### src/rtl/level_updncnt_pkg.sv
// Shared types and mode constants for the up/down level counter.
package level_updncnt_pkg;

   typedef enum logic [1:0] {IDLE, HOLD, REPEAT} state_t;
   typedef enum logic {DIR_UP, DIR_DN} dir_t;

   localparam int unsigned WRAP_SAT = 0;
   localparam int unsigned WRAP_ON  = 1;

endpackage

### src/rtl/rpt_timer.sv
// Press-and-hold timer: counts cycles since the last step and flags when the
// current phase (first-repeat delay or repeat period) has elapsed.
module rpt_timer #(
   parameter int unsigned HOLD_CYC   = 500,
   parameter int unsigned REPEAT_CYC = 100
) (
   input  logic clk,
   input  logic rst_n,
   input  logic clear,
   input  logic start,
   input  logic sel,
   output logic expire
);

   localparam int unsigned TOP = (HOLD_CYC > REPEAT_CYC) ? HOLD_CYC : REPEAT_CYC;
   localparam int unsigned TW  = $clog2(TOP + 1);
   localparam logic [TW-1:0] HOLD_T = TW'(HOLD_CYC);
   localparam logic [TW-1:0] RPT_T  = TW'(REPEAT_CYC);

   logic [TW-1:0] timer;

   // start loads 1 because the step that restarts the phase is cycle 0
   always_ff @(posedge clk) begin
      if (!rst_n || clear) begin
         timer <= '0;
      end else if (start) begin
         timer <= TW'(1);
      end else begin
         timer <= timer + TW'(1);
      end
   end

   assign expire = (timer == (sel ? RPT_T : HOLD_T));

endmodule

### src/rtl/level_updncnt.sv
// Up/down level counter with saturate/wrap bounds, clamped load and
// press-and-hold auto-repeat; drives the PWM duty-cycle level.
module level_updncnt
   import level_updncnt_pkg::*;
#(
   parameter int unsigned WIDTH      = 8,
   parameter int unsigned STEP       = 1,
   parameter int unsigned MIN        = 0,
   parameter int unsigned MAX        = (2 ** WIDTH) - 1,
   parameter int unsigned RST_VAL    = MIN,
   parameter int unsigned WRAP       = WRAP_SAT,
   parameter int unsigned HOLD_CYC   = 500,
   parameter int unsigned REPEAT_CYC = 100
) (
   input  logic             clk,
   input  logic             rst_n,
   input  logic             inc,
   input  logic             dec,
   input  logic             load,
   input  logic [WIDTH-1:0] load_val,
   output logic [WIDTH-1:0] cnt,
   output logic             at_max,
   output logic             at_min,
   output logic             step_pulse
);

   localparam int unsigned EW = WIDTH + 1;
   localparam int unsigned SW = WIDTH + 2;
   localparam logic [EW-1:0]    STEP_X = EW'(STEP);
   localparam logic [EW-1:0]    MIN_X  = EW'(MIN);
   localparam logic [EW-1:0]    MAX_X  = EW'(MAX);
   localparam logic [SW-1:0]    MIN_S  = SW'(MIN);
   localparam logic [SW-1:0]    MAX_S  = SW'(MAX);
   localparam logic [WIDTH-1:0] MIN_W  = WIDTH'(MIN);
   localparam logic [WIDTH-1:0] MAX_W  = WIDTH'(MAX);
   localparam logic [WIDTH-1:0] RST_W  = WIDTH'(RST_VAL);

   state_t           state, state_n;
   dir_t             dir, dir_n, req_dir;
   logic             req, do_step, t_clear, t_start, expire;
   logic [EW-1:0]    up_sum, dn_diff;
   logic [SW-1:0]    lv_s;
   logic [WIDTH-1:0] step_val, load_clamp, cnt_n;
   logic             pulse_n;

   rpt_timer #(
      .HOLD_CYC   (HOLD_CYC),
      .REPEAT_CYC (REPEAT_CYC)
   ) u_timer (
      .clk    (clk),
      .rst_n  (rst_n),
      .clear  (t_clear),
      .start  (t_start),
      .sel    (state == REPEAT),
      .expire (expire)
   );

   // Press/hold/repeat sequencing; a new press or direction flip steps at once
   always_comb begin
      state_n = state;
      dir_n   = dir;
      do_step = 1'b0;
      t_clear = 1'b0;
      t_start = 1'b0;
      req     = inc | dec;
      req_dir = inc ? DIR_UP : DIR_DN;
      if (load) begin
         state_n = IDLE;
         t_clear = 1'b1;
      end else begin
         case (state)
            IDLE: begin
               if (req) begin
                  do_step = 1'b1;
                  dir_n   = req_dir;
                  state_n = HOLD;
                  t_start = 1'b1;
               end else begin
                  t_clear = 1'b1;
               end
            end
            HOLD, REPEAT: begin
               if (!req) begin
                  state_n = IDLE;
                  t_clear = 1'b1;
               end else if (req_dir != dir) begin
                  do_step = 1'b1;
                  dir_n   = req_dir;
                  state_n = HOLD;
                  t_start = 1'b1;
               end else if (expire) begin
                  do_step = 1'b1;
                  state_n = REPEAT;
                  t_start = 1'b1;
               end
            end
            default: begin
               state_n = IDLE;
               t_clear = 1'b1;
            end
         endcase
      end
   end

   // One extra bit keeps cnt+STEP and the signed cnt-STEP free of overflow
   always_comb begin
      up_sum  = {1'b0, cnt} + STEP_X;
      dn_diff = {1'b0, cnt} - STEP_X;
      if (dir_n == DIR_UP) begin
         if (up_sum > MAX_X) step_val = (WRAP == WRAP_ON) ? MIN_W : MAX_W;
         else                step_val = up_sum[WIDTH-1:0];
      end else begin
         if ($signed(dn_diff) < $signed(MIN_X)) step_val = (WRAP == WRAP_ON) ? MAX_W : MIN_W;
         else                                   step_val = dn_diff[WIDTH-1:0];
      end

      lv_s = {2'b00, load_val};
      if ($signed(lv_s) < $signed(MIN_S))      load_clamp = MIN_W;
      else if ($signed(lv_s) > $signed(MAX_S)) load_clamp = MAX_W;
      else                                     load_clamp = load_val;

      if (load)         cnt_n = load_clamp;
      else if (do_step) cnt_n = step_val;
      else              cnt_n = cnt;
      pulse_n = do_step && (step_val != cnt);
   end

   always_ff @(posedge clk) begin
      if (!rst_n) begin
         state      <= IDLE;
         dir        <= DIR_UP;
         cnt        <= RST_W;
         step_pulse <= 1'b0;
         at_max     <= (RST_W == MAX_W);
         at_min     <= (RST_W == MIN_W);
      end else begin
         state      <= state_n;
         dir        <= dir_n;
         cnt        <= cnt_n;
         step_pulse <= pulse_n;
         at_max     <= (cnt_n == MAX_W);
         at_min     <= (cnt_n == MIN_W);
      end
   end

endmodule

### config.mk
export PLATFORM = sky130hd
export DESIGN_NAME = level_updncnt
export DESIGN_NICKNAME = d
export VERILOG_FILES = /design/src/rtl/level_updncnt_pkg.sv /design/src/rtl/rpt_timer.sv /design/src/rtl/level_updncnt.sv
export SDC_FILE = /design/constraint.sdc
export NUM_CORES = 1
export LEC_CHECK = 0
export ABC_AREA = 0
export BUFFER_PORTS_ARGS = -buffer_cell sky130_fd_sc_hd__buf_2
export CAP_MARGIN = 20
export CORE_MARGIN = 5
export CORE_UTILIZATION = 55
export CTS_CLUSTER_DIAMETER = 50
export DETAILED_ROUTE_END_ITERATION = 12
export PLACE_DENSITY = 0.81
export SLEW_MARGIN = 20
export SYNTH_ARGS = -nofsm -noshare
export SYNTH_HDL_FRONTEND = slang
export SYNTH_SLANG_ARGS = --single-unit
### constraint.sdc
create_clock -name clk -period 3.5 [get_ports clk]
set_clock_uncertainty 0.05 [all_clocks]
set_input_delay 0.35 -clock clk [delete_from_list [all_inputs] [get_ports clk]]
set_output_delay 0.35 -clock clk [all_outputs]
set_load 0.02 [all_outputs]
# Yosys cells after proc, flatten, opt, wreduce, memory -nomap -nowiden
# Index checks and enable logic that the tools add are counted.
# op_classes
order_cmp,2
mul,0
muxes,27
n_reduce_logical,10
shift,0
n_addsub,3
bitwise,2
div,0
n_eq_ne,8
# ops
cell,n
two-way mux 8 bit,5
two-way mux 1 bit,14
"adder 8 x 1 -> 9 bit, second input constant",1
"adder 9 x 1 -> 9 bit, second input constant",1
equality test 9 bit,1
"> comparator 9 x 8 -> 1 bit, second input constant",1
"less-than comparator 9 x 1 -> 1 bit, second input constant",1
two-way mux 9 bit,1
"subtractor 8 x 1 -> 9 bit, second input constant",1
"equality test 8 bit, second input constant",1
logical NOT 8 bit,1
two-way mux 2 bit,4
inequality test 8 bit,1
OR reduction 2 bit,3
"inequality test 4 bit, second input constant",1
one-hot mux 1 bit (2 select lines),2
one-hot mux 2 bit (2 select lines),1
OR reduction 3 bit,1
"equality test 2 x 1 -> 1 bit, second input constant",1
"equality test 2 bit, second input constant",1
logical NOT 2 bit,1
"inequality test 2 bit, second input constant",1
AND reduction 2 bit,1
logical AND 1 bit,1
other kinds (5),5
# word_totals
latch_bits,0
elab_cells,60
mem_bits_ro,0
output_inout_bits,11
input_bits,13
ramBits,0
memories,0
ff_bits,23

# Logic depth before layout (Yosys ltp)
# Gate-level depths: netlist (run 1).
# logic_depth
ltp_word,11
ltp_mapped,10
ltp_nobuf,9

# Modules after synthesis
# Synthesis (run 1) repeated with hierarchy kept, for this count alone.
# hier_totals
cells_unflattened,248
hier_area_um2,1951.9
# by_module_without_submodules
mod,area_each_um2,n_inst,seq_area_each_um2,cells_per_inst
level_updncnt,1516.5,1,280.3,198
rpt_timer,435.4,1,180.2,50

# Least setup slack after synthesis (run 1)
# No wires, ideal clock.
# synth_timing
path_type,register to register
from,register cnt[0]
to,register at_min
arrival_ns,2.508
n_path_buf,1
setup_slack_ns,0.846
stages_incl_launch_ff,10
setup_ns,0.096
synth_period_minus_slack_ns,2.654
required_time_ns,3.354
path_cell_list,dfxtp_1 buf_2 inv_1 ha_1 nor3b_1 nand3_1 and2_1 o31a_1 or3_1 o41ai_2
# synth_via
elab_chain_len,7
elab_cells_between_ends,10
classes_between,add/sub: 2; order compare: 2; mux: 5; reduce/logical: 1
# synth_rtl
element,line_no,source
"start, declared",level_updncnt.sv:21,"output logic [WIDTH-1:0] cnt,"
"start signal, assigned",level_updncnt.sv:139,cnt <= cnt_n;
adder 8 x 1 -> 9 bit or subtractor 8 x 1 -> 9 bit (tied branches),"level_updncnt.sv:107, level_updncnt.sv:108",
> comparator 9 x 8 -> 1 bit or less-than comparator 9 x 1 -> 1 bit (tied branches),"level_updncnt.sv:110, level_updncnt.sv:113",
two-way mux 8 bit (on tied branches),"level_updncnt.sv:110, level_updncnt.sv:113",
two-way mux 8 bit,level_updncnt.sv:109,if (dir_n == DIR_UP) begin
two-way mux 8 bit *,level_updncnt.sv:123,else if (do_step) cnt_n = step_val;
two-way mux 8 bit *,level_updncnt.sv:122,if (load) cnt_n = load_clamp;
logical NOT 8 bit *,level_updncnt.sv:142,at_min <= (cnt_n == MIN_W);
"end signal, assigned",level_updncnt.sv:135,at_min <= (RST_W == MIN_W);
"end signal, assigned",level_updncnt.sv:142,
"end, declared",level_updncnt.sv:23,"output logic at_min,"
# Every way passes the cells marked *; elsewhere a longest branch is shown, timed or not.
# A chain may end at the register's enable or synchronous reset.

# Worst setup path in the final report (run 1)
# layout_timing
from,register state[0]
to,register at_min
# layout_via
elab_chain_len,11
elab_cells_between_ends,17
classes_between,eq/ne: 3; mux: 11; reduce/logical: 3
# layout_rtl
element,line_no,source
"start, declared",level_updncnt.sv:38,"state_t state, state_n;"
"start signal, assigned",level_updncnt.sv:137,state <= state_n;
equality test 2 bit,"level_updncnt.sv:54, level_updncnt.sv:71",
two-way mux 9 bit,rpt_timer.sv:33,assign expire = (timer == (sel ? RPT_T : HOLD_T));
equality test 9 bit,rpt_timer.sv:33,
two-way mux 1 bit,level_updncnt.sv:91,end else if (expire) begin
two-way mux 1 bit,level_updncnt.sv:86,end else if (req_dir != dir) begin
two-way mux 1 bit,level_updncnt.sv:83,if (!req) begin
one-hot mux 1 bit (2 select lines),level_updncnt.sv:71,case (state)
two-way mux 1 bit,level_updncnt.sv:67,if (load) begin
two-way mux 8 bit *,level_updncnt.sv:123,
two-way mux 8 bit *,level_updncnt.sv:122,
logical NOT 8 bit *,level_updncnt.sv:142,
# Marks and branches as above.

==> results of run 1 <==
[cell usage in the layout, fill, tap and decap left out, types with 3 or more instances in the layout]
| cell | instances |
|---|---|
| sky130_fd_sc_hd__nor2_1 | 26 |
| sky130_fd_sc_hd__and3_1 | 4 |
| sky130_fd_sc_hd__o21ai_0 | 7 |
| sky130_fd_sc_hd__nand3_1 | 10 |
| sky130_fd_sc_hd__xor2_1 | 4 |
| sky130_fd_sc_hd__o211ai_1 | 4 |
| sky130_fd_sc_hd__ha_1 | 7 |
| sky130_fd_sc_hd__clkbuf_4 | 3 |
| sky130_fd_sc_hd__dfxtp_1 | 23 |
| sky130_fd_sc_hd__or3_1 | 3 |
| sky130_fd_sc_hd__and2_1 | 6 |
| sky130_fd_sc_hd__nand2b_1 | 5 |
| sky130_fd_sc_hd__o31ai_1 | 4 |
| sky130_fd_sc_hd__xnor2_1 | 4 |
| sky130_fd_sc_hd__inv_1 | 14 |
| sky130_fd_sc_hd__mux2i_1 | 4 |
| sky130_fd_sc_hd__nand4_1 | 3 |
| sky130_fd_sc_hd__nor3_1 | 7 |
| sky130_fd_sc_hd__a21o_1 | 3 |
| sky130_fd_sc_hd__buf_2 | 23 |
| sky130_fd_sc_hd__nand3b_1 | 4 |
| sky130_fd_sc_hd__o31a_1 | 3 |
| sky130_fd_sc_hd__nand2_1 | 12 |
| sky130_fd_sc_hd__nor4_1 | 3 |
| sky130_fd_sc_hd__a21oi_1 | 5 |
[worst max path at each step]
stage,start,endpoint,cells after the start
floorplan,cnt[0],at_min,9
global placement,state[0],at_min,9
detailed placement,state[0],at_min,9
CTS,state[0],at_min,9
global route,state[0],at_min,9
finish,state[0],at_min,9
[logic make-up (layout without fill, tap and decap cells)]
logic type,after synthesis,after routing,synth area share
compound gates,46,46,0.2201
fa+ha+maj,7,7,0.05405
xor+xnor,8,8,0.04324
mux,6,6,0.03861
flops,23,23,0.2842
simple gates,91,91,0.2958
buf+inv,26,43,0.06409
[per-stage QoR]
stage	utilization	hold WS (ns)	setup WS (ns)	cells
detailed placement	0.6248	0.4795	0.5189	251
finish	0.6347	0.2505	0.4788	255
CTS	0.6347	0.2433	0.4697	255
floorplan	-	0.4424	0.8464	207
global route	0.6347	0.2292	0.2841	255
global placement	0.6248	0.4695	0.5876	251
[report_power, final]
group / total, mW / leakage (nW) / switching [mW] / internal [mW]
sequential: 0.297 / 0.188 / 0.0222 / 0.274
combinational: 0.172 / 0.505 / 0.101 / 0.0713
clock: 0.122 / 0.0177 / 0.0796 / 0.0426
total: 0.591 / 0.711 / 0.202 / 0.388
[layer usage]
layer  up-vias  wire, um  share of wire
met5         -         0              0
met2        56      1590           0.42
met3         2       321          0.085
li1        780         -              -
met4         0        15         0.0040
met1       704      1840           0.49
[critical path, stage by stage, from the launching register on]
cell                       delay [ns]
sky130_fd_sc_hd__dfxtp_1         0.33
sky130_fd_sc_hd__inv_1           0.09
sky130_fd_sc_hd__ha_1            0.16
sky130_fd_sc_hd__or4b_1          0.43
sky130_fd_sc_hd__a2111o_1        0.48
sky130_fd_sc_hd__a21oi_4         0.37
sky130_fd_sc_hd__o21ai_0         0.17
sky130_fd_sc_hd__a21o_1          0.19
sky130_fd_sc_hd__or3_1           0.33
sky130_fd_sc_hd__o41ai_2         0.33
[state kept, by name, indices dropped and copies added, names as in the netlist]
signal	count
dir	1
state	2
step_pulse	1
at_min	1
cnt	8
u_timer.timer	9
at_max	1
[final cells by class]
cell class / instances / share of cell area
clock buffers: 3 / 0.01276
clock inverters: 1 / 0.002835
inverters: 14 / 0.02977
multi-input cells: 158 / 0.5982
flip-flops and latches: 23 / 0.2608
well taps: 31 / 0.02197
repair buffers: 25 / 0.07371
==> reports/results.md, run 1 <==
| Quantity | This run | Unit |
|---|---|---|
| Outcome | finished, final reports clean | - |
| Total of warnings raised by yosys | 0 | - |
| Input/output buffers | 23 | - |
| Post-detailed-placement cell area | 0.001738 | mm2 |
| Static power due to leakage | 0.7111 | nW |
| Sequential area share after synthesis | 0.2842 | - |
| Iter 0 DRT Violations | 154 | - |
| Vias in the first global route | 1321 | - |
| Detailed-route DRC error count | 0 | - |
| Overall power consumption | 0.5908 | mW |
| Routed Antenna Nets | 0 | - |
| Maximum operating frequency | 0.3310 | GHz |
| Share of post-route cells with drive strength above 1 | 0.1563 | - |
| Count of buffers added by post-CTS timing repair for setup | 0 | - |
| Chip width | 64.28 | um |
| Max Root-Sink Buffers | 2 | - |
| Final Setup Violations | 0 | - |
| Pre-antenna DRT Iters | 4 | - |
| Pins over their slew limit | 0 | - |
| Share of synthesized flip-flops with an asynchronous set or reset | 0 | - |
| Met3 capacity usage during global routing | 0.03327 | - |
| Mapped Nets | 227 | - |
| Number of buffers created by CTS | 3 | - |
| Detailed-route wire length | 3.767 | mm |
| Hold buffers post-CTS | 0 | - |
| Synth Area per Inst | 7.828 | um2 |
| Post-detailed-route wirelength per cell | 14.77 | um |
| Critical-path maximum fanout | 17 | - |
| Area share of the largest cell type after synthesis | 0.2842 | - |
| Most used flip-flop cell after synthesis | sky130_fd_sc_hd__dfxtp_1 | - |
| GR Util met1 | 0.2941 | - |
| Vert. Die Dim | 64.28 | um |
| Worst Path Required | 3.67 | ns |
| Final min period | 3.021 | ns |
| Post-layout instance area | 0.001765 | mm2 |
| Global route overflow | 0 | - |
| Library cell occupying the most area in the post-synthesis netlist | sky130_fd_sc_hd__dfxtp_1 | - |
| Max-cap violation count | 0 | - |
| Full die area | 0.004131 | mm2 |
| Arrival time worst endpoint | 3.19 | ns |
| Area Overhead vs Synth | 8.957 | % |
| Post-DP HPWL | 2.810 | mm |
| CP startpoint kind | register | - |
| Count of vias placed by the detailed router | 1542 | - |
| Sequential cell area | 460.4 | um2 |
| Tcrit/Tclk final | 0.8632 | - |
| Source of the worst hold timing path | rst_n | - |
| Initial Util | 0.5825 | - |
| Logic depth of the worst register-to-register path | 9 | - |
| Global routing usage on met2 | 0.2525 | - |
| Ant diodes | 0 | - |
| Buffer cell driving the clock tree root | sky130_fd_sc_hd__clkbuf_4 | - |
| Initial antenna violation count | 0 | - |
| Worst slew pin tran | 0.9195 | ns |
| Post-Syn Instances | 207 | - |
| Worst setup path class | register to register | - |
| Vias per std cell | 6.047 | - |
| RR Endpoint | at_min | - |
| Flop-to-flop setup slack | 0.48 | ns |
| Post-synth EDFFs | 0 | - |
| Global routing's busiest layer | met1 | - |
| Top cells by count, synth | sky130_fd_sc_hd__nor2_1 (26), sky130_fd_sc_hd__dfxtp_1 (23), sky130_fd_sc_hd__inv_1 (14) | - |
| Filler instances | 249 | - |
| Hold WC Path Type | input port to register | - |
| Std-Cell Core Area | 0.002781 | mm2 |
| Distinct cells, synth | 51 | - |
| Synthesis-stage register bit count | 23 | - |
| Power density cells | 334.7 | mW/mm2 |
| TritonCTS clock tree | yes | - |
| Largest net degree at the start of global routing | 22 | - |
| Global-route wire length before repair | 6.272 | mm |
| H-tree lvl count | 1 | - |
| Most common cell in the synthesized netlist | sky130_fd_sc_hd__nor2_1 | - |
| Largest cells by area after synthesis | sky130_fd_sc_hd__dfxtp_1 (28%), sky130_fd_sc_hd__nor2_1 (6.0%), sky130_fd_sc_hd__ha_1 (5.4%) | - |
| Resized cells post-CTS | 0 | - |
| Number of cells on the worst hold path | 2 | - |
| All-Layer GR Usage | 0.1832 | - |
| Hold path endpoint | at_min | - |
| Worst vdd ir | 0.3138 | mV |
| Type of destination of the critical path | register | - |
| Insertion delay to the later sink of the worst-skew pair | 0.31 | ns |
| Clock transition time at the flip-flop clock pins of the worst setup and hold paths | 0.12 | ns |
| Area of combinational cells with multiple inputs | 0.001056 | mm2 |
| I/O pin count | 24 | - |
| Post-route setup TNS | 0 | ns |
| Net count reported at finish | 245 | - |
| CTS sink cnt | 23 | - |
| GP Congestion | 0.9209 | - |
| Number of placement rows | 19 | - |
| Setup repair after global routing missed its margin | no | - |
| Number of hold-slack violations in the final timing report | 0 | - |
| Slew HR | 0.3870 | - |
| Netlist area before placement | 0.001620 | mm2 |
| Beginning of the worst register-to-register path | state[0] | - |
Power figures use the tool's default switching activity.
==> run 2, diff against run 1 <==
--- a/config.mk
+++ b/config.mk
@@ -12,8 +12,9 @@
 export CORE_UTILIZATION = 55
 export CTS_CLUSTER_DIAMETER = 50
 export DETAILED_ROUTE_END_ITERATION = 12
-export PLACE_DENSITY = 0.81
+export PLACE_DENSITY = 0.8
 export SLEW_MARGIN = 20
 export SYNTH_ARGS = -nofsm -noshare
 export SYNTH_HDL_FRONTEND = slang
+export SYNTH_HIERARCHICAL = 1
 export SYNTH_SLANG_ARGS = --single-unit
==> constraint.sdc (replaced) <==
create_clock -name clk -period 3.5 [get_ports clk]
set_clock_uncertainty 0.05 [all_clocks]
set_input_delay 0.35 -clock clk [delete_from_list [all_inputs] [get_ports clk]]
set_output_delay 0.35 -clock clk [all_outputs]
set_load 0.005 [all_outputs]
==> reports/results.md, run 2 <==
| Quantity | This run | Unit |
|---|---|---|
| Outcome | finished, final reports clean | - |
| Number of hold-slack violations in the final timing report | 0 | - |
| Vias in the first global route | 1779 | - |
| Share of post-route cells with drive strength above 1 | 0.1731 | - |
| Top cells by count, synth | sky130_fd_sc_hd__dfxtp_1 (23), sky130_fd_sc_hd__nor2_1 (23), sky130_fd_sc_hd__nand3_1 (16) | - |
| Final Setup Violations | 0 | - |
| Final min period | 2.970 | ns |
| Flop-to-flop setup slack | 0.53 | ns |
| Maximum operating frequency | 0.3367 | GHz |
| Post-synth EDFFs | 0 | - |
| Area Overhead vs Synth | 5.833 | % |
| Most used flip-flop cell after synthesis | sky130_fd_sc_hd__dfxtp_1 | - |
| Post-DP HPWL | 3.539 | mm |
| Sequential area share after synthesis | 0.2359 | - |
| Std-Cell Core Area | 0.003390 | mm2 |
| GP Congestion | 0.9519 | - |
| I/O pin count | 24 | - |
| Detailed-route DRC error count | 0 | - |
| Largest net degree at the start of global routing | 19 | - |
| Setup repair after global routing missed its margin | no | - |
| Largest registers | u_timer/timer: 9 flops, cnt: 8 flops, state: 2 flops | - |
| Vias per std cell | 6.448 | - |
| Number of placement rows | 21 | - |
| Full die area | 0.004840 | mm2 |
| Worst setup path class | register to register | - |
| Global-route wire length before repair | 8.211 | mm |
| RR Endpoint | at_max | - |
| Power density cells | 298.1 | mW/mm2 |
| Worst vdd ir | 0.2221 | mV |
| Distinct cells, synth | 67 | - |
| Post-Syn Instances | 248 | - |
| Logic depth of the worst register-to-register path | 10 | - |
| Synthesis-stage register bit count | 23 | - |
| Worst Setup EP | at_max | - |
| Synth Area per Inst | 7.870 | um2 |
| Resized cells post-CTS | 0 | - |
| Hold buffers post-CTS | 0 | - |
| CTS sink cnt | 23 | - |
| H-tree lvl count | 1 | - |
| Post-layout util | 0.6095 | - |
| Initial Util | 0.5759 | - |
| Worst slew pin tran | 0.5498 | ns |
| Slew HR | 0.6330 | - |
| Insertion delay to the later sink of the worst-skew pair | 0.32 | ns |
| Vert. Die Dim | 69.57 | um |
| Max FFs per register | 9 | - |
| Post-layout instance area | 0.002066 | mm2 |
| Hold WC Path Type | input port to register | - |
| Area share of the largest cell type after synthesis | 0.2359 | - |
| Pins over their slew limit | 0 | - |
| Buffer cell driving the clock tree root | sky130_fd_sc_hd__clkbuf_4 | - |
| Worst Path Required | 3.71 | ns |
| Library cell occupying the most area in the post-synthesis netlist | sky130_fd_sc_hd__dfxtp_1 | - |
| Ant diodes | 0 | - |
| Post-detailed-placement cell area | 0.002038 | mm2 |
| All-Layer GR Usage | 0.2017 | - |
| Critical-path maximum fanout | 11 | - |
| Reg with most FFs | u_timer/timer | - |
| Chip width | 69.57 | um |
| Count of vias placed by the detailed router | 1973 | - |
| Routed Antenna Nets | 0 | - |
| Filler instances | 302 | - |
| Share of synthesized flip-flops with an asynchronous set or reset | 0 | - |
| Mapped Nets | 269 | - |
| Overall power consumption | 0.6159 | mW |
| Detailed-route wire length | 4.811 | mm |
| Most used cells in the layout excluding fill and tap cells | sky130_fd_sc_hd__nor2_1 (23), sky130_fd_sc_hd__dfxtp_1 (23), sky130_fd_sc_hd__buf_2 (23), sky130_fd_sc_hd__nand3_1 (16), sky130_fd_sc_hd__inv_1 (15) | - |
| Iter 0 DRT Violations | 358 | - |
| Post-detailed-route wirelength per cell | 15.72 | um |
| Max Root-Sink Buffers | 2 | - |
| Static power due to leakage | 0.7420 | nW |
| Global route overflow | 0 | - |
| Pre-antenna DRT Iters | 5 | - |
| TritonCTS clock tree | yes | - |
| Initial antenna violation count | 0 | - |
| Arrival time worst endpoint | 3.18 | ns |
| Final hold slack | 0.2155 | ns |
| Total of warnings raised by yosys | 6 | - |
| Beginning of the worst register-to-register path | state[0] | - |
| Count of buffers added by post-CTS timing repair for setup | 0 | - |
| Tcrit/Tclk final | 0.8487 | - |
| Source of the critical timing path | state[0] | - |
| Largest cells by area after synthesis | sky130_fd_sc_hd__dfxtp_1 (24%), sky130_fd_sc_hd__ha_1 (5.1%), sky130_fd_sc_hd__nor2_1 (4.4%) | - |
| Net count reported at finish | 282 | - |
| Post-route setup TNS | 0 | ns |
| CP startpoint kind | register | - |
| Type of destination of the critical path | register | - |
| Input/output buffers | 23 | - |
| Max-cap violation count | 0 | - |
| Number of buffers created by CTS | 3 | - |
| Netlist area before placement | 0.001952 | mm2 |
| Clock transition time at the flip-flop clock pins of the worst setup and hold paths | 0.12 | ns |
run 2: cell count changes after synthesis, sizes merged, moves of 4 or more:
cell	before	now
buf	3	12
a21oi	6	14
a211oi	0	6
nand3	10	16
or3	3	9
a31oi	2	7
clkbuf	9	4
nand2b	5	1
o21ai	7	11
run 2: layout make-up:
| class | count | area [um2] | share of cell area |
|---|---|---|---|
| inverter | 17 | 63.81 | 0.03089 |
| tap | 46 | 57.56 | 0.02786 |
| timing repair buffer | 24 | 122.6 | 0.05936 |
| clock inverter | 1 | 5.005 | 0.002423 |
| clock buffer | 3 | 22.52 | 0.01090 |
| multi-input combinational | 192 | 1334 | 0.6457 |
| sequential | 23 | 460.4 | 0.2229 |
run 2: cells by family after synthesis:
group	synth area share
multiplexers	0.01539
AND/OR/NAND/NOR	0.3218
adder cells (fa/ha/maj)	0.05128
buffers and inverters	0.08076
AO/OA/AOI/OAI	0.2724
XOR/XNOR	0.02244
flip-flops	0.2359
run 2: routing by layer:
| layer | track usage | vias up | wire length (um) |
|---|---|---|---|
| li1 | - | 964 | - |
| met1 | 0.2898 | 887 | 2179 |
| met2 | 0.2913 | 112 | 2058 |
| met3 | 0.05072 | 10 | 517 |
| met4 | 0.06291 | 0 | 55 |
| met5 | 0.01111 | - | 0 |
run 2: worst min-delay path by stage:
stage                     slack, ns                to  depth (start not counted)        startpoint
after CTS                      0.20            at_min                          2             rst_n
final                          0.22            at_min                          2             rst_n
after global routing           0.21            at_min                          2             rst_n
after global placement         0.43  u_timer/timer[8]                          2  u_timer/timer[8]
after detailed placement       0.45  u_timer/timer[8]                          2  u_timer/timer[8]
after floorplan                0.36            at_min                          1             rst_n
run 2: through the flow:
step,std cells,setup slack [ns]
floorplan,248,0.8678
global placement,302,0.6364
detailed placement,302,0.6282
CTS,306,0.5476
global route,306,0.3499
finish,306,0.5296
run 2: power by group:
group,switching (mW),leakage [nW],internal [mW]
Combinational,0.112,0.536,0.0792
Sequential,0.0312,0.188,0.274
Clock,0.0770,0.0177,0.0428
Total,0.220,0.742,0.396
run 2: worst max-delay path, cell delays in order (launching register included):
cell                       delay (ns)
sky130_fd_sc_hd__dfxtp_1         0.33
sky130_fd_sc_hd__inv_1           0.09
sky130_fd_sc_hd__ha_1            0.17
sky130_fd_sc_hd__or4b_1          0.44
sky130_fd_sc_hd__a211oi_1        0.32
sky130_fd_sc_hd__or3_4           0.21
sky130_fd_sc_hd__nand2_2         0.14
sky130_fd_sc_hd__or4_1           0.59
sky130_fd_sc_hd__a21o_1          0.22
sky130_fd_sc_hd__nand3_1         0.13
sky130_fd_sc_hd__and4_1          0.21
==> run 3, diff against run 2 <==
==> constraint.sdc (replaced) <==
create_clock -name clk -period 2.79 [get_ports clk]
set_clock_uncertainty 0.05 [all_clocks]
set_input_delay 0.279 -clock clk [delete_from_list [all_inputs] [get_ports clk]]
set_output_delay 0.279 -clock clk [all_outputs]
set_load 0.005 [all_outputs]
==> reports/results.md, run 3 (synthesis gave the netlist of run 2 again) <==
| Quantity | This run | Unit |
|---|---|---|
| Vias per std cell | 6.567 | - |
| Vias in the first global route | 1956 | - |
| Maximum operating frequency | 0.3657 | GHz |
| Outcome | finished, final reports clean | - |
| I/O pin count | 24 | - |
| Final standard cell count with taps included and fillers excluded | 326 | - |
| Worst slack at placement | -0.005298 | ns |
| Critical-path maximum fanout | 4 | - |
| Chip width | 69.57 | um |
| CTS sink cnt | 23 | - |
| Reg with most FFs | u_timer/timer | - |
| Largest net degree at the start of global routing | 15 | - |
| Top layer reached by signal wires | met4 | - |
| CP startpoint kind | register | - |
| Beginning of the worst register-to-register path | state[0] | - |
| Clock transition time at the flip-flop clock pins of the worst setup and hold paths | 0.12 | ns |
| Static power due to leakage | 0.8544 | nW |
| Worst Path Required | 3.00 | ns |
| Proportion of power drawn by combinational gates | 0.368 | - |
| Full die area | 0.004840 | mm2 |
| All-Layer GR Usage | 0.2174 | - |
| Buffer cell driving the clock tree root | sky130_fd_sc_hd__clkbuf_4 | - |
| Hold path endpoint | at_min | - |
| Net count reported at finish | 302 | - |
| Std-Cell Core Area | 0.003390 | mm2 |
| Share of post-route cells with drive strength above 1 | 0.2750 | - |
| Worst vdd ir | 0.3068 | mV |
| Final min period | 2.735 | ns |
| Arrival time worst endpoint | 2.94 | ns |
| Count of vias placed by the detailed router | 2141 | - |
| Initial Util | 0.5759 | - |
| Ant diodes | 0 | - |
| Max Root-Sink Buffers | 2 | - |
| Part of the total power dissipated in the clock network | 0.180 | - |
| Tcrit/Tclk final | 0.9802 | - |
| TritonCTS clock tree | yes | - |
| Cell Int Power | 0.5338 | mW |
| Detailed-route wire length | 5.615 | mm |
| Vert. Die Dim | 69.57 | um |
| Number of placement rows | 21 | - |
| Filler instances | 250 | - |
| Source of the critical timing path | state[0] | - |
| Pre-antenna DRT Iters | 5 | - |
| H-tree lvl count | 1 | - |
| Routed Antenna Nets | 0 | - |
| Switching Fraction | 0.3618 | - |
| Post-DP HPWL | 3.817 | mm |
| Area Overhead vs Synth | 17.31 | % |
| Flop-to-flop setup slack | 0.06 | ns |
| Most used cells in the layout excluding fill and tap cells | sky130_fd_sc_hd__nor2_1 (23), sky130_fd_sc_hd__buf_2 (23), sky130_fd_sc_hd__buf_4 (21), sky130_fd_sc_hd__dfxtp_1 (20), sky130_fd_sc_hd__nand3_1 (15) | - |
| Post-detailed-route wirelength per cell | 17.22 | um |
| Hold WC Path Type | input port to register | - |
| Hold buffers post-CTS | 0 | - |
| Number of placed instances, taps included | 312 | - |
| Largest registers | u_timer/timer: 9 flops, cnt: 8 flops, state: 2 flops | - |
| Global-route wire length before repair | 8.963 | mm |
| Post-layout util | 0.6755 | - |
| GP Congestion | 1.023 | - |
| Worst slew pin tran | 0.5951 | ns |
| Share of power burned in registers | 0.452 | - |
| Initial antenna violation count | 0 | - |
| Type of destination of the critical path | register | - |
| Max-cap violation count | 0 | - |
| Detailed-routing wirelength on met1 | 2.348 | mm |
| Worst setup path class | register to register | - |
| Number of buffers created by CTS | 3 | - |
| Power density cells | 365.4 | mW/mm2 |
| Switching component of the power | 0.3027 | mW |
| Detailed-route DRC error count | 0 | - |
| Source of the worst hold timing path | rst_n | - |
| Iter 0 DRT Violations | 369 | - |
| Slew HR | 0.5981 | - |
| Met3 WL post-DR | 566 | um |
| Final Setup Violations | 0 | - |
| Global route overflow | 0 | - |
| WL met2 | 2.558 | mm |
| RR Endpoint | at_max | - |
| Number of hold-slack violations in the final timing report | 0 | - |
| Insertion delay to the later sink of the worst-skew pair | 0.31 | ns |
| Setup repair after global routing missed its margin | yes | - |
| Pins over their slew limit | 0 | - |
| Max FFs per register | 9 | - |
| Number of cells on the worst hold path | 2 | - |
| Input/output buffers | 23 | - |
| Logic depth of the worst register-to-register path | 10 | - |
| Final worst setup slack | 0.05520 | ns |
run 3: changes by cell type in the layout (fill, tap and decap cells not counted), moves of 2 or more:
cell / previous run / this run
sky130_fd_sc_hd__dfxtp_1: 23 / 20
sky130_fd_sc_hd__buf_4: 1 / 21
sky130_fd_sc_hd__inv_1: 15 / 13
sky130_fd_sc_hd__a211oi_1: 6 / 4
sky130_fd_sc_hd__dfxtp_2: 0 / 3
run 3: stage by stage:
step	total power [mW]	area [um2]	hold slack, ns	TNS [ns]
finish	0.8366	2290	0.1495	0
global route	0.8781	2290	0.1602	-0.08870
CTS	0.7966	2171	0.1513	0
detailed placement	0.6409	2113	0.4438	-0.005298
global placement	0.6399	2113	0.4368	0
floorplan	0.5661	1952	0.2847	0
run 3: layout make-up:
| type | instances | area (um2) | share of cell area |
|---|---|---|---|
| clock inverters | 1 | 5.005 | 0.002186 |
| inverters | 17 | 71.32 | 0.03115 |
| repair buffers | 44 | 272.8 | 0.1191 |
| well taps | 46 | 57.56 | 0.02514 |
| flip-flops and latches | 23 | 464.2 | 0.2027 |
| clock buffers | 3 | 22.52 | 0.009836 |
| multi-input cells | 192 | 1396 | 0.6098 |
run 3: worst max-delay path by stage:
| stage | endpoint |
|---|---|
| final | at_max |
| after global routing | at_max |
| after CTS | at_max |
| after detailed placement | at_max |
| after global placement | at_max |
| after floorplan | at_max |
run 3: power by group through the flow:
| stage | Sequential (mW) | Combinational, mW | Clock (mW) |
|---|---|---|---|
| 3_5_place_dp | 0.382 | 0.259 | 0 |
| 2_1_floorplan | 0.365 | 0.201 | 0 |
| 4_1_cts | 0.375 | 0.268 | 0.154 |
| 6_report | 0.378 | 0.308 | 0.150 |
| 3_3_place_gp | 0.382 | 0.257 | 0 |
| 5_1_grt | 0.382 | 0.332 | 0.164 |
run 3: worst max-delay path: stages, from the launching register on:
cell                       delay (ns)
sky130_fd_sc_hd__dfxtp_2         0.35
sky130_fd_sc_hd__inv_2           0.09
sky130_fd_sc_hd__ha_4            0.14
sky130_fd_sc_hd__or4b_4          0.47
sky130_fd_sc_hd__a211oi_4        0.26
sky130_fd_sc_hd__or3_4           0.21
sky130_fd_sc_hd__a211oi_1        0.12
sky130_fd_sc_hd__a311oi_2        0.40
sky130_fd_sc_hd__nand3_1         0.15
sky130_fd_sc_hd__nor4_2          0.22
sky130_fd_sc_hd__and4_1          0.22
run 3: timing repair:
item | in CTS | in global routing
buffers inserted | 3 | 7
setup endpoints to repair | 2 | 3
cloned | 0 | 0
pin swaps | 2 | 8
gates resized for setup | 2 | 17
run 3: metal layers:
metal / track usage / vias up
met3: 0.04058 / 21
li1: - / 1000
met5: 0 / -
met2: 0.3231 / 137
met4: 0.08677 / 0
met1: 0.3067 / 983
